===== src/rtl/sd74155_demux_buf.sv =====
// sd74155_demux_buf
// Buffered 1-to-4 demultiplexer. A single W-bit input word is delivered to
// one of four channel holding registers (A/B/C/D), each with its own
// valid/ack handshake. The target channel is picked explicitly by S
// (Mode=0) or by a round-robin pointer (Mode=1) that never skips a full
// channel: it stalls the input instead.
//
// Ports:
//   clk      in   rising-edge clock
//   rst      in   synchronous active-high reset
//   In       in   W-bit input word
//   InValid  in   In holds a word to deliver
//   InReady  out  target channel can take a word this cycle (combinational)
//   S        in   explicit channel select (0=A,1=B,2=C,3=D), Mode=0
//   Mode     in   0 = select by S, 1 = round-robin by Ptr
//   A..D     out  channel holding registers
//   V        out  per-channel valid, bit0=A .. bit3=D
//   Ack      in   per-channel consume strobe, same order as V
//   Ptr      out  round-robin pointer
//   Count    out  accepted-word counter, wraps modulo 256
module sd74155_demux_buf #(
  parameter int W = 2
) (
  input  logic         clk,
  input  logic         rst,
  input  logic [W-1:0] In,
  input  logic         InValid,
  output logic         InReady,
  input  logic [1:0]   S,
  input  logic         Mode,
  output logic [W-1:0] A,
  output logic [W-1:0] B,
  output logic [W-1:0] C,
  output logic [W-1:0] D,
  output logic [3:0]   V,
  input  logic [3:0]   Ack,
  output logic [1:0]   Ptr,
  output logic [7:0]   Count
);

  logic [W-1:0] a_r, b_r, c_r, d_r;
  logic [3:0]   v_r;
  logic [1:0]   ptr_r;
  logic [7:0]   count_r;

  logic [1:0]   target_s;
  logic         in_ready_s;
  logic         accept_s;
  logic [3:0]   load_s;
  logic [3:0]   v_next_s;

  // Target selection, handshake and per-channel load/valid next-state.
  always_comb begin
    target_s   = 2'd0;
    in_ready_s = 1'b0;
    accept_s   = 1'b0;
    load_s     = 4'b0000;
    v_next_s   = 4'b0000;

    if (Mode) begin
      target_s = ptr_r;
    end else begin
      target_s = S;
    end

    // An ack on the target frees it in the same cycle, so a full channel
    // can be consumed and refilled on one edge.
    in_ready_s = !v_r[target_s] | Ack[target_s];
    accept_s   = InValid & in_ready_s;

    if (accept_s) begin
      load_s = 4'b0001 << target_s;
    end else begin
      load_s = 4'b0000;
    end

    // Acks on empty channels are harmless here; a load wins over an ack
    // on the same channel, so the old word counts as consumed.
    v_next_s = (v_r & ~Ack) | load_s;
  end

  // Channel registers, valid flags, pointer and counter.
  always_ff @(posedge clk) begin
    if (rst) begin
      a_r     <= '0;
      b_r     <= '0;
      c_r     <= '0;
      d_r     <= '0;
      v_r     <= 4'b0000;
      ptr_r   <= 2'd0;
      count_r <= 8'd0;
    end else begin
      if (load_s[0]) a_r <= In;
      if (load_s[1]) b_r <= In;
      if (load_s[2]) c_r <= In;
      if (load_s[3]) d_r <= In;
      v_r <= v_next_s;
      if (accept_s) begin
        count_r <= count_r + 8'd1;
        if (Mode) begin
          ptr_r <= ptr_r + 2'd1;
        end
      end
    end
  end

  assign InReady = in_ready_s;
  assign A       = a_r;
  assign B       = b_r;
  assign C       = c_r;
  assign D       = d_r;
  assign V       = v_r;
  assign Ptr     = ptr_r;
  assign Count   = count_r;

endmodule


===== config.mk =====
export PLATFORM = sky130hd
export DESIGN_NAME = sd74155_demux_buf
export DESIGN_NICKNAME = d
export VERILOG_FILES = /design/src/rtl/sd74155_demux_buf.sv
export SDC_FILE = /design/constraint.sdc
export NUM_CORES = 1
export LEC_CHECK = 0
export CAP_MARGIN = 10
export CORE_AREA = 2 2 54 56
export DETAILED_ROUTE_END_ITERATION = 8
export DIE_AREA = 0 0 56 58
export PLACE_DENSITY = 0.76
export SLEW_MARGIN = 10
export SYNTH_ARGS = -nofsm -noshare
export SYNTH_HDL_FRONTEND = slang
export SYNTH_SLANG_ARGS = --single-unit
export TNS_END_PERCENT = 5

===== constraint.sdc =====
create_clock -name clk -period 1.8 [get_ports clk]
set_input_delay 0.36 -clock clk [delete_from_list [all_inputs] [get_ports clk]]
set_output_delay 0.36 -clock clk [all_outputs]
set_load 0.01 [all_outputs]

==> results of run 1 <==
[Yosys cell counts, types with 2 or more instances]
master,count,area [µm²]
mux2_4,2,30.0
xnor2_1,2,17.5
nor3_1,7,35.0
inv_1,2,7.51
o21ai_0,5,25.0
nand3_1,2,10.0
a21oi_1,8,40.0
nor2b_1,7,43.8
mux2_2,3,33.8
clkbuf_1,2,7.51
dfxtp_1,22,440
a31oi_1,2,12.5
mux2i_1,11,110
nor2_1,16,60.1
or3_1,5,31.3
nand2_1,7,26.3
[area by class of cell]
class	instances	area share, %
inverters	2	0.467
flip-flops and latches	22	27.5
repair buffers	55	30.8
clock buffers	4	2.26
well taps	31	2.41
multi-input cells	83	36.5
[metrics by stage]
step / setup WS, ns / utilization (%) / instance area [µm²] / cells / power [mW]
6_report: -0.113 / 60.3 / 1610 / 197 / 1.03
5_1_grt: -0.198 / 60.3 / 1610 / 197 / 1.08
4_1_cts: -0.112 / 59.6 / 1590 / 197 / 1.02
3_5_place_dp: -0.782 / 56.5 / 1500 / 190 / 0.746
3_3_place_gp: -0.750 / 56.5 / 1500 / 190 / 0.741
2_1_floorplan: -0.0618 / - / 1000 / 109 / 0.630
[logic make-up after synthesis]
family / synth area share (%)
compound gates: 10.2
xor+xnor: 1.77
flops: 44.4
mux: 17.6
buf+inv: 2.65
simple gates: 22.1
fa+ha+maj: 1.26
[flip-flops by register name (all words and copies together) (netlist names)]
signal  flops
A           2
C           2
Ptr         2
V           4
B           2
D           2
Count       8
[per-layer routing]
| layer | up-vias | GRT usage, % |
|---|---|---|
| li1 | 498 | - |
| met1 | 460 | 21.8 |
| met2 | 34 | 27.9 |
| met3 | 6 | 3.35 |
| met4 | 0 | 12.9 |
| met5 | - | 0 |
[worst max-delay path, cell delays in order, from the launching register on]
cell,delay (ns)
dfxtp_2,0.34
mux2_4,0.29
mux2_4,0.34
mux2i_1,0.13
buf_2,0.14
[final timing paths]
path / cells past startpoint / to / startpoint / slack (ns)
setup / recovery: 4 / InReady / Ptr[1] / -0.11
hold / removal: 2 / B[1] / B[1] / 0.51
hold reg to reg: 2 / B[1] / B[1] / 0.51
setup reg to reg: 6 / Count[5] / Ptr[1] / -0.07
[repair_timing]
item,4_1_cts,5_1_grt
pin swaps,5,3
cloned,1,0
resized for setup,14,6
setup endpoints to repair,18,10
endpoints found under the hold margin,0,0
buffers inserted,2,0
[power by group]
group          leakage, nW  internal, mW  switching (mW)  total [mW]
logic                0.424         0.130           0.102       0.233
clock network       0.0210         0.124           0.152       0.276
registers            0.179         0.507          0.0145       0.521
==> summary.md, run 1 <==
| Metric | Value |
|---|---|
| Status | `complete, but fails checks` |
| Failing checks | `setup timing` |
| DIE WIDTH | `56 µm` |
| Mapped cell area | `991 µm²` |
| CP required | `1.44 ns` |
| First-pass GRT wire length | `4.49 mm` |
| Setup TNS | `-0.351 ns` |
| Synth-to-Final Area Change | `62.1%` |
| Syn_nets | `122` |
| WL/cell | `13.7 µm` |
| Seq/Total Area, Yosys | `44.4%` |
| Vias | `998` |
| Mapped Avg Cell Area | `9.09 µm²` |
| Port bufs | `34` |
| Clk_lat worst skew | `0.31 ns` |
| Buffers from clock root to sink, at most | `2` |
| Core area | `0.00266 mm²` |
| Hold Crit Class | `reg2reg` |
| Vias in the first global route | `987` |
| DRT iter0 DRCs | `23` |
| Relative slew slack | `68.2%` |
| RSZ-0062 raised after global routing | `true` |
| YS warnings | `0` |
| Length of routed wiring on met1 | `1.18 mm` |
| Initial antenna violation count | `0` |
| Pwr dens | `641 mW/mm²` |
| Fmax | `523 MHz` |
| Drt via density | `5.07` |
| Final WS setup | `-0.113 ns` |
| First-pass detailed-route iteration total | `4` |
| Initial Utilization | `37.2%` |
| Mapped Cells | `109` |
| Global-route usage over all layers | `17.7%` |
| Layout cells sized above 1 | `25.3%` |
| H-Tree Level Count | `1` |
| DIE HEIGHT | `58 µm` |
| Fill count | `224` |
| Max_cap viols | `0` |
| Gpl congestion | `0.850` |
| Yosys cell types | `22` |
| Slew Viols, Final | `0` |
| CTS sink count | `22` |
| Sequential cell area | `442 µm²` |
| Most common cell after layout, fill and taps aside | `clkdlybuf4s50_1` |
| Total grt overflow | `0` |
| Leakage power | `0.624 nW` |
| Final hold violations | `0` |
| FFs w/ async S/R, synth | `0%` |
| Area of the multi-input gates | `587 µm²` |
| Synth Flop Type | `dfxtp_1` |
| Period utilization | `106%` |
| Measured slew at the worst slew-check pin | `0.464 ns` |
| DP Wirelength | `1.87 mm` |
| Hold buffer count at cts | `0` |
| Top sig layer | `met4` |
| Max FO, Critical Path | `4` |
| CTS Root Cell | `clkbuf_4` |
| Fin crit period | `1.91 ns` |
| Setup violators final | `6` |
| WL final | `2.70 mm` |
| Worst setup path class | `reg2out` |
| Post-synth EDFFs | `0` |
| #FFs+latches synth | `22` |
| CP endpoint kind | `primary output` |
| ANT nets after route | `0` |
| Fin Hold WS | `0.508 ns` |
| Largest net degree at the start of global routing | `13` |
| Die area | `0.00325 mm²` |
| IO Pins | `35` |
| Nets | `180` |
| TritonCTS clock tree | `yes` |
| VDD IR max | `0.457 mV` |
| Row Count | `19` |
| Length of routed met2 wiring | `1.31 mm` |
| Clk_skew | `0.0104 ns` |
| Worst path arrival time | `1.55 ns` |
| CTS Buf Count | `3` |
| Ant. Diodes | `0` |
| Most frequent cells in the layout | `clkdlybuf4s50_1 (31), dfxtp_1 (21), buf_4 (20)` |
| DRC viols | `0` |
| Worst Setup Start Kind | `flip-flop` |
| DR WL met3 | `139 µm` |
| Clock transition at path regs | `0.13 ns` |
(Power assumes the default switching activity.)
==> run 2: changes to the inputs <==
Settings changed: GPL_TIMING_DRIVEN set to 0, SLEW_MARGIN 10 to unset.
==> summary.md, run 2 (same netlist as run 1, synthesis figures left out) <==
| Metric | Value |
|---|---|
| Total grt overflow | `0 (unchanged)` |
| Most common cell after layout, fill and taps aside | `clkdlybuf4s50_1` |
| Gpl congestion | `0.804 (-5.4%)` |
| CTS Root Cell | `clkbuf_4` |
| Flip-flop count of the largest register after layout | `8 (unchanged)` |
| Drt via density | `5.01 (-1.1%)` |
| RSZ-0062 raised after global routing | `true` |
| Layout cells sized above 1 | `14.8% (-11 points)` |
| Pwr dens | `682 mW/mm² (+6.4%)` |
| Measured slew at the worst slew-check pin | `0.488 ns (+0.0237 ns)` |
| Area of the multi-input gates | `558 µm² (-4.9%)` |
| WL final | `2.28 mm (-15%)` |
| Clock transition at path regs | `0.13 ns (about the same)` |
| DRT iter0 DRCs | `24 (+4.3%)` |
| Final WS setup | `-0.138 ns (-0.0249 ns)` |
| DP Wirelength | `1.70 mm (-9.2%)` |
| Leakage power | `0.514 nW (-18%)` |
| DRC viols | `0 (unchanged)` |
| Fill count | `253 (+13%)` |
| Setup TNS | `-0.244 ns (+0.107 ns)` |
| CP required | `1.44 ns (about the same)` |
| Clk_lat worst skew | `0.31 ns (about the same)` |
| First-pass GRT wire length | `3.74 mm (-17%)` |
| Buffers from clock root to sink, at most | `2 (unchanged)` |
| Worst reg2reg path startpoint | `Ptr[1]` |
| Final hold violations | `0 (unchanged)` |
| Hold Crit Class | `in2reg` |
| Initial Utilization | `37.2% (unchanged)` |
| Non-Filler Instances | `180 (-8.6%)` |
| Vias in the first global route | `863 (-13%)` |
| Row Count | `19 (unchanged)` |
| IO Pins | `35 (unchanged)` |
| Failing checks | `setup timing` |
| Ant. Diodes | `0 (unchanged)` |
| DIE HEIGHT | `58 µm (unchanged)` |
| VDD IR max | `0.541 mV (+18%)` |
| Reg2reg setup slack | `-0.04 ns (+0.03 ns)` |
| Sequential cell area | `442 µm² (unchanged)` |
| Worst Setup Start Kind | `flip-flop` |
| Max FO, Critical Path | `4 (unchanged)` |
| Hold Crit Start | `Mode` |
| Setup violators final | `6 (unchanged)` |
| Period utilization | `108% (+1.4 points)` |
| Fin crit period | `1.94 ns (+0.0249 ns)` |
| Inst Count DP | `174 (-8.4%)` |
| Largest net degree at the start of global routing | `13 (unchanged)` |
| First-pass detailed-route iteration total | `4 (unchanged)` |
| DIE WIDTH | `56 µm (unchanged)` |
| Synth-to-Final Area Change | `45.8%` |
| Max_cap viols | `0 (unchanged)` |
| H-Tree Level Count | `1 (unchanged)` |
| Port bufs | `34 (unchanged)` |
| Status | `complete, but fails checks` |
| Relative slew slack | `67.5% (-0.69 points)` |
| Nets | `163 (-9.4%)` |
| Clk_skew | `0.0125 ns (+0.00217 ns)` |
| Worst setup path class | `reg2out` |
| Die area | `0.00325 mm² (unchanged)` |
| Hold buffer count at cts | `0 (unchanged)` |
| CP endpoint kind | `primary output` |
| CP Launch Point | `Ptr[1]` |
| Global-route usage over all layers | `14.4% (-3.3 points)` |
| Layout Utilization | `54.3% (-6.1 points)` |
| Most frequent cells in the layout | `clkdlybuf4s50_1 (31), dfxtp_1 (21), nor2_1 (16)` |
| Core area | `0.00266 mm² (unchanged)` |
| TritonCTS clock tree | `yes` |
| Slew Viols, Final | `0 (unchanged)` |
| WL/cell | `12.7 µm (-7.4%)` |
| Worst path arrival time | `1.58 ns (+0.03 ns)` |
| Fmax | `516 MHz (-1.3%)` |
| Vias | `902 (-9.6%)` |
| Worst slack at placement | `-0.923 ns (-0.142 ns)` |
| Initial antenna violation count | `0 (unchanged)` |
| CTS sink count | `22 (unchanged)` |
| ANT nets after route | `0 (unchanged)` |
| CTS Buf Count | `3 (unchanged)` |
| Total power | `0.986 mW (-4.3%)` |
-- run 2: cell count changes in the layout (fill, tap and decap cells not counted), sizes merged --
cell,previous run,this run
buf,22,5
clkbuf,4,6
clkdlybuf4s15,1,0
o22a,2,1
-- run 2: final timing paths --
path         endpoint  cells after the start
max           InReady                      4
min            Ptr[0]                      4
max reg2reg  Count[5]                      6
min reg2reg  Count[1]                      2
-- run 2: routing by layer --
layer | global-route usage, % | part of all wire (%) | vias to the layer above
met5 | 0 | 0 | -
met4 | 7.14 | 2.0 | 0
met3 | 2.01 | 5.1 | 5
met2 | 23.7 | 44 | 27
met1 | 18.7 | 48 | 412
li1 | - | - | 458
-- run 2: report_power, final --
group / internal (mW) / total [mW] / switching (mW)
combinational: 0.104 / 0.189 / 0.0855
clock: 0.124 / 0.273 / 0.150
sequential: 0.507 / 0.523 / 0.0165
-- run 2: per-stage QoR --
stage	hold slack, ns	area [µm²]
floorplan	0.503	1000
global placement	0.480	1380
detailed placement	0.490	1380
CTS	0.451	1440
global route	0.466	1450
finish	0.452	1450
-- run 2: layout make-up --
cell class | instances | share of cell area, %
Multi-Input combinational cell | 82 | 38.6
Sequential cell | 22 | 30.6
Timing Repair Buffer | 36 | 23.8
Tap cell | 31 | 2.68
Clock buffer | 4 | 2.51
Buffer | 3 | 1.30
Inverter | 2 | 0.519
-- run 2: critical path, stage by stage (launching register included) --
cell and delay, ns:
dfxtp_2 0.34, mux2_4 0.28, mux2_4 0.33, mux2i_1 0.16, buf_2 0.16
-- run 2: what timing repair did --
action                     4_1_cts  5_1_grt
hold endpoints to repair         0        0
gates resized for setup         13        3
buffers inserted                 2        0
gates cloned                     0        0
pin swaps                        3        2
setup endpoints to repair       19        8
==> RTL edit (flow settings as in run 1) <==
`W`: 2 -> 3.
--- a/src/rtl/sd74155_demux_buf.sv
+++ b/src/rtl/sd74155_demux_buf.sv
@@ -20,5 +20,5 @@
 //   Count    out  accepted-word counter, wraps modulo 256
 module sd74155_demux_buf #(
-  parameter int W = 2
+  parameter int W = 3
 ) (
   input  logic         clk,
Interface: changed (5 resized); port bits go from 35 to 40. No check against the original RTL was run, so the function may have changed too.
==> RTL edit against run 1 <==
The run still ends with setup timing left. Design area up 6.6%. Wire length up 2.0%. Via count up 3.5%. Sequential cell count up 4. Largest power group unchanged. Total power up 9.7%. Clock power up 9.1%. Synthesized area up 13%. Worst setup slack better by 0.0058 ns.
==> RTL edit: results (changes against run 1) <==
| Metric | Value |
|---|---|
| Layout Skew | 0.002650 ns (-0.007727 ns) |
| Synth top cells by count | 26 x dfxtp_1, 13 x mux2i_1, 13 x nor2_1 |
| Crit-path slowest cell | dfxtp_2 |
| IO Port Bufs | 39 (+15%) |
| Worst r2r path cells | 6 (unchanged) |
| Drt first pass iters | 4 (unchanged) |
| Async SR Flop Fraction | 0% (unchanged) |
| CP arrival | 1.55 ns (about the same) |
| CTS clk-pin slew, worst paths | between 0.1 and 0.15 ns |
| Share of layout cells above drive strength 1 | 19.39% (-5.9 points) |
| Synthesized Nets | 125 (+2.5%) |
| VDD IR max | 552.2 µV (+21%) |
| Final WS setup | -0.1070 ns (+0.005825 ns) |
| Max incr delay on CP | 0.37 ns (+0.03 ns) |
| Setup violation total in the final timing report | 1 (-5) |
| Dpl cell area | 1650 µm² (+9.7%) |
| Hold Crit Class | reg -> reg |
| Failing checks | setup timing |
| Yosys cell types | 26 (+18%) |
| Seq/Total Area, Yosys | 46.33% (+1.9 points) |
| Seq. pwr | 616 µW (+18%) |
| DRT iter0 DRCs | 8 (-65%) |
| N_diodes | 0 (unchanged) |
| Synth area leaders | dfxtp_1 46%, mux2i_1 12%, a21oi_1 4.9% |
| Final nets | 180 (unchanged) |
| Post-CTS setup buffers | 0 (-2) |
| First-pass GRT wire length | 4.588 mm (+2.2%) |
| Final wirelength | 2.752 mm (+2.0%) |
| H-tree depth | 1 (unchanged) |
| Leak | 0.7015 nW (+12%) |
| Switching pwr | 282.7 µW (+5.1%) |
| Largest net degree at the start of global routing | 27 (+14) |
| Number of global-route vias before repair | 1,050 (+6.4%) |
| DPL Wire Length | 2.086 mm (+12%) |
| Setup slack after placement | -0.8009 ns (-0.01939 ns) |
| Root cell of the clock tree | clkbuf_4 |
| Via density | 5.270 (+4.0%) |
| Final TNS setup | -0.1070 ns (+0.2442 ns) |
| Critical-path maximum fanout | 3 (-1) |
| GPL Wtd Cong | 0.7056 (-17%) |
| Global Route Usage Sum | 17.76% (about the same) |
| Worst-case clock buffer depth | 2 (unchanged) |
| Status | finished with violations |
| Actual slew at the worst max-slew pin | 0.2945 ns (-0.1699 ns) |
| Clk_lat worst skew | 0.32 ns |
| Cts repair resizes | 10 (-4) |
| Hold depth | 2 (unchanged) |
| Clk pwr | 301 µW (+9.1%) |
| Layout fillers | 234 (+4.5%) |
## RTL edit: cell count changes after synthesis, sizes merged, moves of 3 or more
| cell | change |
|---|---|
| nor2 | -3 |
| mux2i | +5 |
| nor3 | -7 |
| o31ai | +3 |
| or4 | +3 |
| nand4 | +5 |
| dfxtp | +4 |
| nand2 | -4 |
| a21oi | +3 |
| nand2b | +5 |
| nor2b | -5 |
## RTL edit: layout make-up
type                            count  area, µm²  share of cell area [%]
Tap cell                           31      38.79                   2.264
Sequential cell                    26      521.8                   30.46
Multi-Input combinational cell     79      600.6                   35.06
Clock buffer                        4      36.28                   2.118
Inverter                            1      3.754                  0.2191
Timing Repair Buffer               55      511.7                   29.88
## RTL edit: final timing paths
kind / start / slack [ns] / to
max: Ptr[1] / -0.11 / InReady
min: Count[7] / 0.49 / Count[7]
max reg2reg: Ptr[1] / 0.08 / Count[0]
min reg2reg: Count[7] / 0.49 / Count[7]
## RTL edit: routing by layer
metal | GRT usage (%) | vias to the layer above | routed length, µm
met5 | 0 | - | 0
met4 | 6.122 | 0 | 34
met3 | 4.911 | 4 | 161
met2 | 32.27 | 30 | 1361
met1 | 20.08 | 488 | 1195
li1 | - | 511 | -
## RTL edit: cells by family after synthesis
logic type,synth area share [%]
adder cells (fa/ha/maj),1.113
buffers and inverters,2.338
AND/OR/NAND/NOR,18.38
flip-flops,46.33
AO/OA/AOI/OAI,10.36
multiplexers,21.49
## RTL edit: per-stage QoR
step / total power [mW] / util [%] / std cells
final: 1.130 / 64.33 / 196
after global routing: 1.174 / 64.33 / 196
after CTS: 1.130 / 63.44 / 196
after detailed placement: 0.8347 / 61.98 / 192
after global placement: 0.8279 / 61.98 / 192
after floorplan: 0.7186 / - / 111
